$ cat src/rtl/tri_raster_n.sv
// tri_raster_n: N-triangle scan-line rasteriser, per-pixel edge/barycentric stepping with priority coverage.
// Define TRI_RASTER_BACKFACE_EN to treat reversed-winding triangles as hits shaded with back_color.
module tri_raster_n #(
    parameter int NUM_TRI  = 2,
    parameter int EW       = 20,
    parameter int BW       = 22,
    parameter int H_ACTIVE = 640,
    parameter int V_ACTIVE = 480,
    parameter int H_TOTAL  = 800,
    parameter int V_TOTAL  = 525
) (
    input  logic                    clk,
    input  logic                    reset,
    input  logic [9:0]              x,
    input  logic [9:0]              y,
    input  logic [1:0]              render_mode,
    input  logic [NUM_TRI*3*EW-1:0] e_init,
    input  logic [NUM_TRI*3*EW-1:0] e_dx,
    input  logic [NUM_TRI*2*BW-1:0] b_init,
    input  logic [NUM_TRI*2*BW-1:0] b_dx,
    input  logic [NUM_TRI*6-1:0]    tri_color,
    input  logic [5:0]              back_color,
    input  logic [5:0]              bg_color,
    input  logic                    texel,
    output logic [6:0]              tex_u,
    output logic [6:0]              tex_v,
    output logic [5:0]              rgb,
    output logic                    hit,
    output logic [2:0]              tri_idx,
    output logic                    back_face
);
    localparam int NE = 3 * NUM_TRI;
    localparam int NB = 2 * NUM_TRI;

    logic [EW-1:0]      r_e [NE];
    logic [BW-1:0]      r_b [NB];
    logic [BW-1:0]      w_b_next [NB];
    logic               r_phase, r_miss, r_back;
    logic [2:0]         r_win;
    logic [6:0]         r_tex_u, r_tex_v;
    logic [5:0]         r_rgb;
    logic               r_hit, r_bf;
    logic [2:0]         r_idx;
    logic [NUM_TRI-1:0] w_front, w_back;
    logic               w_active, w_line_load, w_frame_load;
    logic               w_found, w_wback;
    logic [2:0]         w_win;
    logic [6:0]         w_tu, w_tv;
    logic [5:0]         w_tcol, w_shade;

    assign w_active     = (x < 10'(H_ACTIVE)) && (y < 10'(V_ACTIVE));
    assign w_line_load  = (x == 10'(H_TOTAL - 1)) && (y < 10'(V_ACTIVE));
    assign w_frame_load = (x == 10'(H_TOTAL - 1)) && (y == 10'(V_TOTAL - 1));

    for (genvar i = 0; i < NB; i++) begin : g_b
        assign w_b_next[i] = r_b[i] + b_dx[i*BW +: BW];
    end

    // A zero edge is outside for both windings: front needs all negative, back all strictly positive.
    for (genvar t = 0; t < NUM_TRI; t++) begin : g_cov
        assign w_front[t] = r_e[3*t][EW-1] & r_e[3*t+1][EW-1] & r_e[3*t+2][EW-1];
`ifdef TRI_RASTER_BACKFACE_EN
        assign w_back[t] = ~r_e[3*t][EW-1]   & (|r_e[3*t])
                         & ~r_e[3*t+1][EW-1] & (|r_e[3*t+1])
                         & ~r_e[3*t+2][EW-1] & (|r_e[3*t+2]);
`else
        assign w_back[t] = 1'b0;
`endif
    end

    // Scan from the highest index down so the lowest covering triangle wins.
    always_comb begin
        w_found = 1'b0;
        w_win   = '0;
        w_wback = 1'b0;
        w_tu    = w_b_next[1][BW-3 -: 7];
        w_tv    = w_b_next[0][BW-3 -: 7];
        for (int t = NUM_TRI - 1; t >= 0; t--)
            if (w_front[t] || w_back[t]) begin
                w_found = 1'b1;
                w_win   = 3'(t);
                w_wback = ~w_front[t];
                w_tu    = w_b_next[2*t+1][BW-3 -: 7];
                w_tv    = w_b_next[2*t][BW-3 -: 7];
            end
    end

    always_comb begin
        w_tcol = tri_color[5:0];
        for (int t = 1; t < NUM_TRI; t++)
            if (r_win == 3'(t)) w_tcol = tri_color[6*t +: 6];
    end

    assign w_shade = r_miss                ? bg_color :
                     r_back                ? back_color :
                     render_mode == 2'd0   ? w_tcol :
                     render_mode == 2'd1   ? (texel ? w_tcol : bg_color) :
                     render_mode == 2'd2   ? {r_tex_u[6:4], r_tex_v[6:4]} : 6'd0;

    always_ff @(posedge clk) begin
        if (reset) begin
            for (int i = 0; i < NE; i++) r_e[i] <= '0;
            for (int i = 0; i < NB; i++) r_b[i] <= '0;
            r_phase <= 1'b1;
            r_miss  <= 1'b1;
            r_back  <= 1'b0;
            r_win   <= '0;
            r_tex_u <= '0;
            r_tex_v <= '0;
            r_rgb   <= '0;
            r_hit   <= 1'b0;
            r_idx   <= '0;
            r_bf    <= 1'b0;
        end else if (!w_active) begin
            r_rgb <= '0;
            r_hit <= 1'b0;
            if (w_line_load || w_frame_load) begin
                for (int i = 0; i < NE; i++) r_e[i] <= e_init[i*EW +: EW];
                for (int i = 0; i < NB; i++) r_b[i] <= b_init[i*BW +: BW];
                r_miss <= 1'b1;
                r_back <= 1'b0;
                r_win  <= '0;
                if (w_frame_load) r_phase <= 1'b1;
            end
        end else begin
            r_phase <= ~r_phase;
            if (!r_phase) begin
                for (int i = 0; i < NB; i++) r_b[i] <= w_b_next[i];
                r_win   <= w_win;
                r_back  <= w_wback;
                r_miss  <= ~w_found;
                r_tex_u <= w_tu;
                r_tex_v <= w_tv;
            end else begin
                for (int i = 0; i < NE; i++) r_e[i] <= r_e[i] + e_dx[i*EW +: EW];
                r_rgb <= w_shade;
                r_hit <= ~r_miss;
                r_idx <= r_win;
                r_bf  <= r_back;
            end
        end
    end

    assign tex_u     = r_tex_u;
    assign tex_v     = r_tex_v;
    assign rgb       = r_rgb;
    assign hit       = r_hit;
    assign tri_idx   = r_idx;
    assign back_face = r_bf;
endmodule

$ cat config.mk
export PLATFORM = sky130hd
export DESIGN_NAME = tri_raster_n
export DESIGN_NICKNAME = d
export VERILOG_FILES = /design/src/rtl/tri_raster_n.sv
export SDC_FILE = /design/constraint.sdc
export NUM_CORES = 1
export LEC_CHECK = 0
export BUFFER_PORTS_ARGS = -buffer_cell sky130_fd_sc_hd__buf_2
export CORE_UTILIZATION = 35
export DETAILED_ROUTE_END_ITERATION = 10
export PLACE_DENSITY_LB_ADDON = 0.05
export SLEW_MARGIN = 20
export SYNTH_ARGS = -nofsm -noshare
export SYNTH_HDL_FRONTEND = slang
export SYNTH_SLANG_ARGS = --single-unit
$ cat constraint.sdc
create_clock -name clk -period 10.6 [get_ports clk]
set_input_delay 0.53 -clock clk [delete_from_list [all_inputs] [get_ports clk]]
set_output_delay 0.53 -clock clk [all_outputs]
set_load 0.02 [all_outputs]
* Word level (Yosys, flattened, before mapping)
Memory sizes are Yosys's and may differ from the RTL's.
Cells that the tools add are included.
** Storage, ports and cells
- Register bits after elaboration :: 31
- RAM bits :: 208
- Input port bits :: 465
- Output and inout port bits :: 25
- Logic and storage cells :: 135
- Memories kept :: 2
** Memories
- r_e :: words 6, bits a word 20, read ports 6, clocked after memory_dff 0, write ports 6, RTL line 35 : logic [EW-1:0] r_e [NE];
- r_b :: words 4, bits a word 22, read ports 4, clocked after memory_dff 0, write ports 4, RTL line 36 : logic [BW-1:0] r_b [NB];
** Cells by class
- Add/sub/neg operators :: 10
- Magnitude comparators :: 2
- Eq/ne operators :: 6
- Muxes and demuxes :: 63
- Bitwise gates (word level) :: 30
- Reduce and logical (&&, ||, !) cells :: 12
** Operator list (count)
- 20-bit two-way mux :: 12
- 22-bit two-way mux :: 8
- 20-bit adder :: 6
- 22-bit adder :: 4
- 6-bit two-way mux :: 7
- 1-bit two-way mux :: 28
- 7-bit two-way mux :: 4
- 10-bit == test (second input constant) :: 2
- 1-bit OR :: 20
- 3-bit two-way mux :: 4
- 10-bit less-than comparator (second input constant) :: 1
- 10-bit by 9-bit less-than comparator with 1-bit output (second input constant) :: 1
- 2-bit AND reduction :: 4
- 1-bit NOT :: 6
- 1-bit bitwise AND :: 4
- 2-bit nonzero test :: 2
- 3-bit by 1-bit == test with 1-bit output (second input constant) :: 1
- 1-bit logical AND :: 3
- 2-bit by 1-bit == test with 1-bit output (second input constant) :: 1
- 2-bit == test (second input constant) :: 1
- 2-bit logical NOT :: 1
- 2-bit inequality test (second input constant) :: 1
- 2-bit OR reduction :: 1
- 1-bit logical OR :: 1

* Depth between registers and ports, before layout
Gate-level depths: netlist of the first run.
- Word-level depth :: 9
- Gate-level depth with buffers :: 12
- Depth with buffers taken out :: 12

* Worst setup path before layout of the first run
No wires, ideal clock.
- Path type :: input to register
- Start :: in x[5]
- End :: mem r_e[0][0], enable pin
- Library setup time :: 0.462 ns
- Data arrival time :: 3.415 ns
- Required time :: 10.138 ns
- Setup slack :: 6.723 ns
- Stages on the path :: 6
- Path buffers :: 0
- Cell sequence :: nor4b_1 > nand3_1 > nor2_1 > o21a_1 > nor2_1 > nand2_1
** RTL lines
- start: declaration :: RTL line 14 : input logic [9:0] x,
- end: declaration :: RTL line 35

==> flow_summary.ini, run 1 <==
[critical_path]
reg2regPathDepth = 10
crit_arrival_ns = 3.79
r2r_slack_ns = 7.25
cp-end-kind = register
path_max_fanout = 3
start_kind = register
critical_path.endpoint = tex_v[4]
startpoint = r_b[0][1]
crit_required_ns = 11.04
critPathKind = register to register
r2r_end = tex_v[4]
r2r-start = r_b[0][1]

[sta]
final.setup.tns_ns = 0
worstMarginPinSlew_ns = 1.07
slew_viol_final = 0
clock_skew_ns = 0.0104
finalCritPeriodShare = 0.316
hold_violations = 0
grt_setup_unrepaired = no
period_needed_ns = 3.35
max_freq_mhz = 299
slew_headroom = 0.288
worst_slack_ns = 7.25
setup_viol = 0

[power]
vdd_drop_max_mv = 0.107
p_int_w = 0.00204
power.net_switching_w = 0.000905
sequentialPowerShare = 0.362
power_frac_clock = 0.371
p_comb_frac = 0.267
switching_share = 0.307
p_leak_nw = 9.59
powerDensity_nw_per_um2 = 135

[place]
dp_cells = 3008
post_dp_cell_area_sq_um = 20800
pre_cts_slack_ns = 6.94
io_buffer_count = 464
hpwlAfterDp_mm = 44.1
routabilityCongestion = 0.894

[floorplan]
rows = 82
ios = 490
core-area_sq_um = 50200
die_area_sq_um = 51700
die_y_um = 227
start_util = 0.354
die_w_um = 227

[clock_network]
clockBufferDepth = 3
cts_made_buffers = 34
tritoncts = built
clk_pin_slew_worst_paths_ns = 0.06
post-cts-setup-buffers = 0
holdBufCountCts = 0
cts_root_buf = clkbuf_16
cts_num_sinks = 225
cts.htree.levels = 2
cts_resized = 0
worstSkewPairLatency_ns = 0.54

[drt]
wl_per_cell_um = 19.0
dr.pass1.iters = 5
drt-initial-drc-count = 583
drt_wl_total_mm = 58.5
vias = 16200
post-route-drc-count = 0
ant_nets = 0
avgViaCountPerCell = 5.25

[synth]
syn_inst = 1925
synthFlopType = edfxtp_1
ys_ff_latch = 225
synth_edf_count = 200
synth_cell_types = 74
ys_warn_count = 0
ys_async_sr_fraction = 0
synth_seq_area_share = 0.366
syn_area_per_cell_sq_um = 9.24
synth_area_sq_um = 17800

[global_route]
grt_pass1_vias = 16100
antenna_found_initial = 40
globalRouteTotalUtil = 0.220
gr-total-overflow = 0
grt_pass1_wl_mm = 87.5
grt_max_degree = 201

[final_layout]
final_cell_area_sq_um = 21900
final_common_cell = buf_2
drive_above_1_share = 0.227
final_core_util = 0.436
area_growth_syn_to_layout_pct = 22.9
fillers = 5106
nets = 3037
fin_cells = 3084
most-common-layout-cells = 464 x buf_2, 232 x nand2_1, 221 x o21ai_0

[job]
cap_violations = 0

[hold_path]
hold_path.class = input port to register

[run_status]
outcome = completed
-- cells in the mapped netlist (all sizes together) (48+ instances only) --
| cell | number | area, sq um |
|---|---|---|
| nand2 | 235 | 882 |
| o21ai | 228 | 1140 |
| edfxtp | 200 | 6010 |
| ha | 190 | 2380 |
| a21oi | 125 | 629 |
| nor2 | 122 | 458 |
| xnor2 | 84 | 736 |
| inv | 76 | 285 |
| xor2 | 73 | 639 |
| a21o | 51 | 389 |
| clkbuf | 50 | 208 |
| nand2b | 48 | 300 |
-- state kept, by name, summed over array words and instances, names as in the netlist --
name	cells
r_e	120
r_win	1
rgb	6
r_b	80
r_miss	1
hit	1
r_phase	1
tex_u	7
tri_idx	1
tex_v	7
-- metrics by stage --
stage               power [W]  hold WS (ns)
floorplan             0.00163         0.545
global placement      0.00186         0.464
detailed placement    0.00187         0.478
CTS                   0.00299         0.173
global route          0.00311         0.191
finish                0.00295         0.211
-- power by group through the flow --
| stage | Clock, W | Combinational (W) | Sequential (W) |
|---|---|---|---|
| final | 0.00109 | 0.000788 | 0.00107 |
| after floorplan | 0 | 0.000550 | 0.00108 |
| after CTS | 0.00113 | 0.000794 | 0.00107 |
| after detailed placement | 0 | 0.000788 | 0.00108 |
| after global routing | 0.00115 | 0.000884 | 0.00107 |
| after global placement | 0 | 0.000780 | 0.00108 |
-- worst max-delay path, cell delays in order (launching register included) --
cell	delay (ns)
edfxtp_1	0.39
ha_1	0.28
a21o_1	0.17
a21o_1	0.21
a2111oi_0	0.78
o221ai_1	0.34
o21ai_1	0.32
o21bai_1	0.13
xor2_1	0.26
nor2_1	0.11
nor4_1	0.25
-- how the worst min path moves through the flow --
stage,slack (ns),endpoint,from,cells after the start
2_1_floorplan,0.55,r_miss,r_miss,2
3_3_place_gp,0.46,rgb[3],rgb[3],1
3_5_place_dp,0.48,rgb[0],rgb[0],1
4_1_cts,0.17,rgb[5],bg_color[5],2
5_1_grt,0.19,rgb[5],bg_color[5],2
6_report,0.21,rgb[5],bg_color[5],2
-- logic make-up (layout without fill, tap and decap cells) --
group                    Yosys count  after routing  share of synthesized area
adder cells (fa/ha/maj)          200            200                      0.145
AND/OR/NAND/NOR                  565            565                      0.145
XOR/XNOR                         157            157                     0.0773
flip-flops                       225            225                      0.366
AO/OA/AOI/OAI                    631            631                      0.230
buffers and inverters            136            602                     0.0309
other                              1             22                   0.000211
multiplexers                      10             10                    0.00570
-- area by class of cell --
cell class                      instances  area (sq um)  share of cell area
Multi-Input combinational cell       1566         10800               0.493
Sequential cell                       225          6510               0.298
Timing Repair Buffer                  469          2370               0.109
Clock buffer                           53          1020              0.0465
Tap cell                              672           841              0.0385
Inverter                               76           285              0.0130
Antenna cell                           19          47.5             0.00217
Clock inverter                          4          18.8            0.000858
-- metal layers --
metal  global-route usage  share of wire
met1                0.258           0.42
met2                0.385           0.49
met3               0.0662          0.067
met4               0.0660          0.022
met5                    0         0.0047
Power figures use the tool's default switching activity.
==> run 2: changes to the inputs <==
Clock period 10.6 ns to 3.5 ns, I/O delays scaled along.
==> run 2 against run 1 <==
Net effect: die area unchanged; sequential cell count unchanged; clock skew down 0.0014 ns; via count up 5.6%; power rose to 3.1 times the previous value; design area up 11%; non-clock buffer count up 239; worst hold slack worse by 0.18 ns.
==> flow_summary.ini, run 2 (synthesis gave the netlist of run 1 again) <==
[run_status]
outcome = completed

[floorplan]
core-area_sq_um = 50200
start_util = 0.354
ios = 490
die_y_um = 227
die_area_sq_um = 51700
rows = 82
die_w_um = 227

[clock_network]
post-cts-setup-buffers = 0
clk_pin_slew_worst_paths_ns = 0.06
clockBufferDepth = 3
cts_made_buffers = 31
worstSkewPairLatency_ns = 0.58
cts_root_buf = clkbuf_16
cts.htree.levels = 1
cts_num_sinks = 225
tritoncts = built

[sta]
setup_viol = 0
slew_viol_final = 0
max_freq_mhz = 313
clock_skew_ns = 0.00902
hold_ws_ns = 0.0290
slew_headroom = 0.425
finalCritPeriodShare = 0.914
final.setup.tns_ns = 0
grt_setup_unrepaired = no
period_needed_ns = 3.20
hold_violations = 0
worstMarginPinSlew_ns = 0.861

[drt]
ant_nets = 0
post-route-drc-count = 0
drt_wl_total_mm = 60.0
dr.pass1.iters = 5
avgViaCountPerCell = 5.14
vias = 17100
wl_per_cell_um = 18.1
drt-initial-drc-count = 770

[final_layout]
reg.largest.list = r_e (120), r_b (80)
largest_reg_flops = 120
area_growth_syn_to_layout_pct = 36.5
nets = 3273
drive_above_1_share = 0.218
final_cell_area_sq_um = 24300
top_register = r_e
most-common-layout-cells = 464 x buf_2, 232 x nand2_1, 221 x o21ai_0
final_common_cell = buf_2

[hold_path]
hold_path.class = input port to register
min_to = r_b[0][0]
holdPathStages = 3
hp-start = b_dx[0]

[critical_path]
cp_cell_sequence = ha_1, a21oi_1, o21ai_0, a221oi_1, nor2_1, a2111oi_2, o21ai_0, a21oi_1, xnor2_1, o21ai_0
crit_required_ns = 3.80
crit_arrival_ns = 3.50
critPathKind = register to register
r2r_end = r_b[3][19]
reg2regPathDepth = 10
max_stage_delay_ns = 0.54
critPathTopFamily = compound AO/OA/AOI/OAI gates
cpMostUsedCell = o21ai_0
critPathSlowestCell = a2111oi_2
r2r_slack_ns = 0.30
path_max_fanout = 4
start_kind = register
cp-end-kind = register
crit_buf_inv = 0
r2r-start = r_b[3][10]

[global_route]
gr-total-overflow = 0
grt_pass1_vias = 17200
grt_max_degree = 52
grt_pass1_wl_mm = 91.1
globalRouteTotalUtil = 0.226
antenna_found_initial = 36

[power]
p_int_w = 0.00629
vdd_drop_max_mv = 0.311
power.net_switching_w = 0.00273
power_frac_clock = 0.353
power_w = 0.00902
powerDensity_nw_per_um2 = 372
switching_share = 0.303
p_comb_frac = 0.290
sequentialPowerShare = 0.358
p_leak_nw = 10.7

[place]
routabilityCongestion = 0.874
io_buffer_count = 464
hpwlAfterDp_mm = 45.6
post_dp_cell_area_sq_um = 21100

[job]
cap_violations = 0
-- run 2: cell types whose count changed in the layout (fill, tap and decap cells not counted), sizes merged --
cell / change
buf: +27
bufinv: +2
clkbuf: -8
clkinv: +6
clkinvlp: -1
diode: +1
dlygate4sd3: +212
inv: +1
-- run 2: how the worst max path moves through the flow --
stage          slack [ns]  depth (start not counted)         end        from
2_1_floorplan        0.62                         10  r_b[2][19]   r_b[2][1]
3_3_place_gp         0.34                         10  r_b[3][19]   r_b[3][1]
3_5_place_dp         0.26                         11    tex_v[4]   r_b[0][1]
4_1_cts              0.25                         11    tex_v[4]   r_b[0][1]
5_1_grt              0.02                         10  r_b[3][19]   r_b[3][3]
6_report             0.30                         10  r_b[3][19]  r_b[3][10]
-- run 2: through the flow --
step / util / setup slack (ns) / std cells
after global placement: 0.421 / 0.344 / 3035
after CTS: 0.483 / 0.248 / 3304
final: 0.484 / 0.301 / 3324
after global routing: 0.484 / 0.0195 / 3321
after floorplan: - / 0.623 / 1927
after detailed placement: 0.421 / 0.257 / 3035
-- run 2: what timing repair did --
item                      CTS  global route
resized for setup           0             0
hold endpoints to repair  206             0
hold buffers              212             0
-- run 2: routing by layer --
layer	wire length, um	vias to the layer above	part of all wire	global-route usage
li1	-	8552	-	-
met1	25500	7961	0.42	0.272
met2	28800	418	0.48	0.392
met3	4040	114	0.067	0.0551
met4	1510	30	0.025	0.0727
met5	192	-	0.0032	0
-- run 2: final cells by class --
class                   instances  area (sq um)
diodes                         20          50.0
clock buffers                  45           898
clock inverters                12           105
fillers                      4897         25900
inverters                      76           285
multi-input cells            1566         10800
flip-flops and latches        225          6510
well taps                     672           841
repair buffers                708          4820
-- run 2: tightest hold or removal path: stages --
cell and delay, ns:
buf_2 0.08, ha_1 0.12, a22o_1 0.12
-- run 2: power by group through the flow --
stage / registers, W / logic [W] / clock network, W
4_1_cts: 0.00323 / 0.00263 / 0.00327
2_1_floorplan: 0.00327 / 0.00167 / 0
3_5_place_dp: 0.00328 / 0.00242 / 0
3_3_place_gp: 0.00328 / 0.00239 / 0
5_1_grt: 0.00325 / 0.00293 / 0.00336
6_report: 0.00323 / 0.00261 / 0.00318
==> run 3: changes to the inputs <==
Settings changed: SETUP_SLACK_MARGIN from default to 0.4.
==> run 3 against run 2 <==
Net effect: critical path depth up 2; core utilization up 0.41 points; via count unchanged; sequential cell count unchanged; critical path type unchanged; critical endpoint is now tex_v[5]; largest power group unchanged.
==> flow_summary.ini, run 3 (synthesis gave the netlist of run 1 again) <==
[clock_network]
cts_num_sinks = 225
worstSkewPairLatency_ns = 0.57
cts_made_buffers = 31
clockBufferDepth = 3
tritoncts = built
clk_pin_slew_worst_paths_ns = 0.06
cts_root_buf = clkbuf_16
cts.htree.levels = 1

[critical_path]
r2r_end = tex_v[5]
critPathKind = register to register
critical_path_depth = 12
cp-end-kind = register
critical_path.endpoint = tex_v[5]
crit_arrival_ns = 3.42
crit_buf_inv = 1
cp_cell_sequence = ha_1, inv_1, fa_1, nor2b_1, o21ai_0, a21boi_1, o22ai_1, a21oi_1, o311ai_0, o22ai_1, o21ai_0, a211oi_1
startpoint = r_b[2][0]
r2r_slack_ns = 0.57
max_stage_delay_ns = 0.41
path_max_fanout = 4
critPathTopFamily = compound AO/OA/AOI/OAI gates
r2r-start = r_b[2][0]
reg2regPathDepth = 12
crit_required_ns = 3.99
critPathSlowestCell = fa_1
start_kind = register

[sta]
final.setup.tns_ns = 0
period_needed_ns = 2.93
slew_viol_final = 0
finalCritPeriodShare = 0.837
worstMarginPinSlew_ns = 0.864
hold_violations = 0
clock_skew_ns = 0.00758
slew_headroom = 0.423
setup_viol = 0
max_freq_mhz = 342
grt_setup_unrepaired = yes

[power]
p_int_w = 0.00632
p_comb_frac = 0.294
power.net_switching_w = 0.00275
powerDensity_nw_per_um2 = 371
p_leak_nw = 10.7
vdd_drop_max_mv = 0.311
power_frac_clock = 0.351
switching_share = 0.304
sequentialPowerShare = 0.355

[global_route]
globalRouteTotalUtil = 0.226
antenna_found_initial = 36
grt_pass1_vias = 17200
grt_pass1_wl_mm = 91.1
grt_max_degree = 52
gr-total-overflow = 0

[floorplan]
ios = 490
start_util = 0.354
die_w_um = 227
die_area_sq_um = 51700
core-area_sq_um = 50200
rows = 82
die_y_um = 227

[drt]
avgViaCountPerCell = 5.13
post-route-drc-count = 0
vias = 17100
ant_nets = 0
drt_wl_total_mm = 60.2
dr.pass1.iters = 5
drt-initial-drc-count = 765
wl_per_cell_um = 18.1

[final_layout]
drive_above_1_share = 0.228
largest_reg_flops = 120
top_register = r_e
final_core_util = 0.488
nets = 3278
area_growth_syn_to_layout_pct = 37.7
final_common_cell = buf_2
reg.largest.list = r_e (120), r_b (80)
most-common-layout-cells = 464 x buf_2, 232 x nand2_1, 217 x o21ai_0
fillers = 4878

[place]
hpwlAfterDp_mm = 45.6
io_buffer_count = 464
routabilityCongestion = 0.874

[job]
cap_violations = 0

[hold_path]
hold_path.class = input port to register
holdPathStages = 3

[run_status]
outcome = completed
[run 3: how the worst min path moves through the flow]
stage	end	from	slack, ns
after global routing	r_e[5][0]	e_dx[100]	0.04
after global placement	rgb[4]	bg_color[4]	0.40
after floorplan	rgb[1]	bg_color[1]	0.31
after detailed placement	rgb[4]	bg_color[4]	0.40
after CTS	r_b[0][0]	b_dx[0]	0.001
final	r_b[0][0]	b_dx[0]	0.03
[run 3: layout make-up]
cell class              count  area (sq um)  share of cell area
multi-input cells        1566         10900               0.447
flip-flops and latches    225          6510               0.266
repair buffers            713          4860               0.198
clock buffers              45           898              0.0367
well taps                 672           841              0.0343
inverters                  76           285              0.0117
clock inverters            12           105             0.00429
diodes                     19          47.5             0.00194
[run 3: power groups by stage]
stage,clock [W],combinational (W),sequential (W)
2_1_floorplan,0,0.00167,0.00327
3_3_place_gp,0,0.00239,0.00328
3_5_place_dp,0,0.00242,0.00328
4_1_cts,0.00327,0.00263,0.00323
5_1_grt,0.00336,0.00299,0.00325
6_report,0.00318,0.00267,0.00322
[run 3: through the flow]
step           worst slack [ns]  hold WS [ns]  total power [W]  instances  area, sq um
2_1_floorplan             0.623         0.308          0.00494       1927        17800
3_3_place_gp              0.344         0.399          0.00567       3035        21100
3_5_place_dp              0.257         0.403          0.00570       3035        21100
4_1_cts                   0.418       0.00116          0.00913       3304        24200
5_1_grt                   0.298        0.0417          0.00959       3326        24500
6_report                  0.572        0.0294          0.00907       3328        24500
[run 3: per-layer routing]
| metal | routed length (um) | track usage | up-vias |
|---|---|---|---|
| met2 | 29000 | 0.392 | 419 |
| met4 | 1480 | 0.0714 | 30 |
| met3 | 4000 | 0.0551 | 114 |
| met1 | 25600 | 0.272 | 7956 |
| li1 | - | - | 8556 |
| met5 | 192 | 0 | - |
[run 3: repair_timing]
item / 4_1_cts / 5_1_grt
hold buffers: 212 / 0
setup buffers: 0 / 5
hold endpoints to repair: 206 / 0
resized for setup: 3 / 33
endpoints found under the setup margin: 7 / 29
pin swaps: 0 / 10
[run 3: tightest hold or removal path, delay by kind of cell]
kind                     cells  cell delay (ns)
AO/OA/AOI/OAI                1             0.12
buffers and inverters        1             0.08
adder cells (fa/ha/maj)      1             0.12
